File: src/rtl/xbar_resp_router.sv
// Return-path router: M tagged response streams to S outputs, each output with a packet-locked round-robin arbiter.
// Latency: grant cycle plus one register cycle, so the first beat appears 2 cycles after valid; then 1 beat/cycle.
// Backpressure: the one-entry output register reloads only when it is empty or being drained; otherwise the owner stalls.
module xbar_resp_router #(
  parameter int T_DATA_WIDTH = 8,
  parameter int S_DATA_COUNT = 2,
  parameter int M_DATA_COUNT = 3,
  localparam int T_ID_S_WIDTH = (M_DATA_COUNT > 1) ? $clog2(M_DATA_COUNT) : 1,
  // One spare code point so that an out-of-range destination can be expressed.
  localparam int T_DEST_WIDTH = $clog2(S_DATA_COUNT + 1)
) (
  input  logic                                   clk_i,
  input  logic                                   rst_i,
  input  logic [M_DATA_COUNT*T_DATA_WIDTH-1:0]   s_data_i,
  input  logic [M_DATA_COUNT*T_DEST_WIDTH-1:0]   s_dest_i,
  input  logic [M_DATA_COUNT-1:0]                s_last_i,
  input  logic [M_DATA_COUNT-1:0]                s_valid_i,
  output logic [M_DATA_COUNT-1:0]                s_ready_o,
  output logic [S_DATA_COUNT*T_DATA_WIDTH-1:0]   m_data_o,
  output logic [S_DATA_COUNT*T_ID_S_WIDTH-1:0]   m_id_o,
  output logic [S_DATA_COUNT-1:0]                m_last_o,
  output logic [S_DATA_COUNT-1:0]                m_valid_o,
  input  logic [S_DATA_COUNT-1:0]                m_ready_i
);

  localparam int W  = T_DATA_WIDTH;
  localparam int S  = S_DATA_COUNT;
  localparam int M  = M_DATA_COUNT;
  localparam int IW = T_ID_S_WIDTH;
  localparam int DW = T_DEST_WIDTH;

  typedef enum logic {IDLE, BUSY} state_t;

  state_t        state_q [S];
  logic [IW-1:0] owner_q [S];
  logic [IW-1:0] ptr_q   [S];
  logic [IW-1:0] id_q    [S];
  logic [W-1:0]  data_q  [S];
  logic [S-1:0]  vld_q;
  logic [S-1:0]  last_q;

  logic [W-1:0]  data_in [M];
  logic [DW-1:0] dest_in [M];
  logic [S-1:0]  load;
  logic [S-1:0]  gnt_vld;
  logic [IW-1:0] gnt_idx [S];
  logic [M-1:0]  owned;
  logic [M-1:0]  ready_c;

  for (genvar i = 0; i < M; i++) begin : g_in
    assign data_in[i] = s_data_i[i*W +: W];
    assign dest_in[i] = s_dest_i[i*DW +: DW];
  end

  for (genvar j = 0; j < S; j++) begin : g_out
    assign load[j]              = !vld_q[j] | m_ready_i[j];
    assign m_data_o[j*W +: W]   = data_q[j];
    assign m_id_o[j*IW +: IW]   = id_q[j];
  end

  assign m_last_o  = last_q;
  assign m_valid_o = vld_q;

  // Round-robin search from ptr; scanning k downwards leaves the closest requester as the winner.
  always_comb begin
    logic [IW:0]   sum;
    logic [IW-1:0] idx;
    sum = '0;
    idx = '0;
    for (int j = 0; j < S; j++) begin
      gnt_vld[j] = 1'b0;
      gnt_idx[j] = '0;
      for (int k = M - 1; k >= 0; k--) begin
        sum = {1'b0, ptr_q[j]} + (IW+1)'(k);
        if (sum >= (IW+1)'(M)) sum = sum - (IW+1)'(M);
        idx = sum[IW-1:0];
        if (s_valid_i[idx] && dest_in[idx] == DW'(j)) begin
          gnt_vld[j] = 1'b1;
          gnt_idx[j] = idx;
        end
      end
    end
  end

  always_comb begin
    owned   = '0;
    ready_c = '0;
    for (int j = 0; j < S; j++) begin
      if (state_q[j] == BUSY) begin
        owned[owner_q[j]] = 1'b1;
        if (load[j]) ready_c[owner_q[j]] = 1'b1;
      end
    end
    // Unroutable beats are swallowed so a bad destination cannot wedge its source.
    for (int i = 0; i < M; i++) begin
      if (!owned[i] && dest_in[i] >= DW'(S)) ready_c[i] = 1'b1;
    end
  end

  assign s_ready_o = rst_i ? '0 : ready_c;

  always_ff @(posedge clk_i or posedge rst_i) begin
    if (rst_i) begin
      for (int j = 0; j < S; j++) begin
        state_q[j] <= IDLE;
        owner_q[j] <= '0;
        ptr_q[j]   <= '0;
        id_q[j]    <= '0;
        data_q[j]  <= '0;
      end
      vld_q  <= '0;
      last_q <= '0;
    end else begin
      for (int j = 0; j < S; j++) begin
        if (vld_q[j] && m_ready_i[j]) vld_q[j] <= 1'b0;
        case (state_q[j])
          IDLE: begin
            if (gnt_vld[j]) begin
              state_q[j] <= BUSY;
              owner_q[j] <= gnt_idx[j];
            end
          end
          BUSY: begin
            if (s_valid_i[owner_q[j]] && load[j]) begin
              data_q[j] <= data_in[owner_q[j]];
              id_q[j]   <= owner_q[j];
              last_q[j] <= s_last_i[owner_q[j]];
              vld_q[j]  <= 1'b1;
              if (s_last_i[owner_q[j]]) begin
                state_q[j] <= IDLE;
                ptr_q[j]   <= (owner_q[j] == IW'(M - 1)) ? '0 : owner_q[j] + 1'b1;
              end
            end
          end
          default: state_q[j] <= IDLE;
        endcase
      end
    end
  end

endmodule
File: config.mk
export PLATFORM = sky130hd
export DESIGN_NAME = xbar_resp_router
export DESIGN_NICKNAME = d
export VERILOG_FILES = /design/src/rtl/xbar_resp_router.sv
export SDC_FILE = /design/constraint.sdc
export NUM_CORES = 1
export LEC_CHECK = 0
export BUFFER_PORTS_ARGS = -buffer_cell sky130_fd_sc_hd__buf_4
export CORE_ASPECT_RATIO = 0.75
export CORE_MARGIN = 10
export CORE_UTILIZATION = 45
export CTS_CLUSTER_DIAMETER = 200
export DETAILED_ROUTE_END_ITERATION = 8
export GPL_ROUTABILITY_DRIVEN = 1
export PLACE_DENSITY = 0.69
export SLEW_MARGIN = 25
export SYNTH_ARGS = -nofsm -noshare
export SYNTH_HDL_FRONTEND = slang
export SYNTH_SLANG_ARGS = --single-unit
File: constraint.sdc
create_clock -name clk_i -period 2.87 [get_ports clk_i]
set_clock_uncertainty 0.15 [all_clocks]
set_input_delay 0.4305 -clock clk_i [delete_from_list [all_inputs] [get_ports clk_i]]
set_output_delay 0.4305 -clock clk_i [all_outputs]
set_load 0.1 [all_outputs]
==> results.tsv <==
metric	value	unit
ys.flop_type	dfrtp_1	
die_area	8289	um2
seq_area_frac_synth	37.63	%
hold_path.class	in2async	
start_util	46.40	%
status	completed	
synth_cell_types	45	
ctsHoldBuffers	0	
r2r_end	owner_q[1]$_DFFE_PP0P_	
num_antenna_cells	0	
max_freq	396.9	MHz
maxSlewViolCount	0	
grt_max_degree	24	
post-route-min-period	2.519	ns
drc	0	
root_buffer	clkbuf_8	
drive_gt1_share	25.84	%
worst_r2r_path_depth	7	
crit_path_end_kind	primary output	
nets	377	
ys_warn_count	0	
rsz0062_at_grt	no	
ctsResizeCount	0	
wirelength	6.327	mm
clk_pin_slew	0.06	ns
firstDrtPassIters	4	
regToRegSetupSlack	0.62	ns
grt_overflow	0	
tightest_slew	0.5655	ns
maxCapViolCount	0	
hold_viol_final	0	
yosysTopAreaCell	dfrtp_1	
start_kind	flop	
io-pin-count	67	
drt_iter0_markers	107	
synth_edf_count	0	
vias_per_cell	5.398	
synthTopCellsByCount	34 x dfrtp_1, 29 x nand2_1, 25 x a21oi_1, 24 x nor2_1, 22 x mux2i_1	
fin_crit_sh	87.78	%
slew_headroom	62.30	%
cp_max_fo	21	
antenna_found_initial	0	
wl_per_cell	16.26	um
die_w	101.8	um
gr-usage-all-layers	15.40	%
ys_ff_latch	34	
setup_viol	0	
synth_top_area_share	37.63	%
rr_startpoint	ptr_q[1]$_DFFE_PP0P_	
grt_pass1_wl	10.07	mm
final_antenna_net_count	0	
routabilityCongestion	0.9055	
clk_latency	0.28	ns
syn_inst	261	
syn_nets	309	
portBuffers	66	
vias	2100	
avgSynthCellArea	8.663	um2
cts_sinks	34	
cts_made_buffers	5	
synth.most_common_cell	dfrtp_1	
syn_area	2261	um2
syn_to_final_growth	28.83	%
synthTopCellsByArea	dfrtp_1 38%, mux2i_1 9.7%, a21oi_1 5.5%	
die_h	81.39	um
row_count	22	
async_flop_share	100.0	%
core	4872	um2
hpwl	5.098	mm
critPathKind	reg2out	
cts_setup_buffers	0	
cp_data_arrival_time	1.94	ns
grt_pass1_vias	2037	
cts_tree	done	
crit_required	2.29	ns
clock_path_buffers	2	
htreeDepth	2	
fill_cells	451	
fin_setup_tns	0	ns
[cell families after synthesis]
kind of cell / synth area share (%)
simple gates: 21.20
compound gates: 21.47
flops: 37.63
mux: 11.40
buf+inv: 3.874
fa+ha+maj: 4.427
[how the worst max path moves through the flow]
stage	start	endpoint	slack, ns	cells past startpoint
2_1_floorplan	rst_i	s_ready_o[2]	0.18	2
3_3_place_gp	owner_q[1]$_DFFE_PP0P_	s_ready_o[1]	0.67	4
3_5_place_dp	ptr_q[1]$_DFFE_PP0P_	owner_q[1]$_DFFE_PP0P_	0.65	7
4_1_cts	owner_q[1]$_DFFE_PP0P_	s_ready_o[1]	0.35	4
5_1_grt	owner_q[1]$_DFFE_PP0P_	s_ready_o[1]	0.21	4
6_report	owner_q[1]$_DFFE_PP0P_	s_ready_o[1]	0.35	4
[metrics by stage]
step	util, %	std cells	setup WS [ns]	cell area, um2	hold slack [ns]
2_1_floorplan	-	261	0.1822	2263	0.3591
3_3_place_gp	58.22	382	0.6714	2836	0.3206
3_5_place_dp	58.22	382	0.6530	2836	0.3215
4_1_cts	59.78	389	0.3461	2913	0.05836
5_1_grt	59.78	389	0.2087	2913	0.07042
6_report	59.78	389	0.3507	2913	0.05945
[layer usage]
metal / global-route usage, % / vias to the layer above / share of wire (%)
li1: - / 1074 / -
met1: 21.62 / 958 / 48
met2: 22.47 / 57 / 45
met3: 4.411 / 11 / 5.8
met4: 4.354 / 0 / 1.5
met5: 0 / - / 0
[cells in the final DEF, fill, tap and decap left out, types with 2 or more instances in the layout]
master / count
o31a_1: 3
nand2b_1: 5
nor3b_1: 4
mux2_2: 2
inv_1: 8
o21ai_1: 9
nor2b_1: 6
nand3b_1: 4
a22o_1: 2
nand4b_1: 2
o21ai_0: 16
dfrtp_1: 34
or3b_1: 2
clkbuf_8: 5
nand3_1: 4
mux2i_1: 22
o21bai_1: 2
a21oi_1: 25
nor2_1: 23
clkbuf_1: 2
nand2_1: 29
a21o_1: 3
o21a_1: 4
buf_4: 74
o2bb2ai_1: 3
nor3_1: 5
ha_1: 8
a31oi_1: 5
[worst max-delay path, cell delays in order (launching register included)]
cell,delay [ns]
dfrtp_1,0.59
or3_1,0.47
and3_1,0.19
o21a_1,0.18
buf_4,0.23
[area by class of cell]
type                    count  area (um2)  share of cell area [%]
inverters                   8       30.03                   1.031
clock buffers               7       76.32                   2.620
repair buffers             74       555.5                   19.07
flip-flops and latches     34       850.8                   29.21
multi-input cells         206        1325                   45.49
well taps                  60       75.07                   2.577
[registers in the layout, summed over array words and instances (netlist names)]
signal and count:
m_valid_o 2, owner_q 4, state_q 2, m_last_o 2, m_data_o 16, m_id_o 4, ptr_q 4
Power is left out: the tool's default activity adds up to more than one toggle a clock period on the data nets, which glitch-free logic cannot reach.
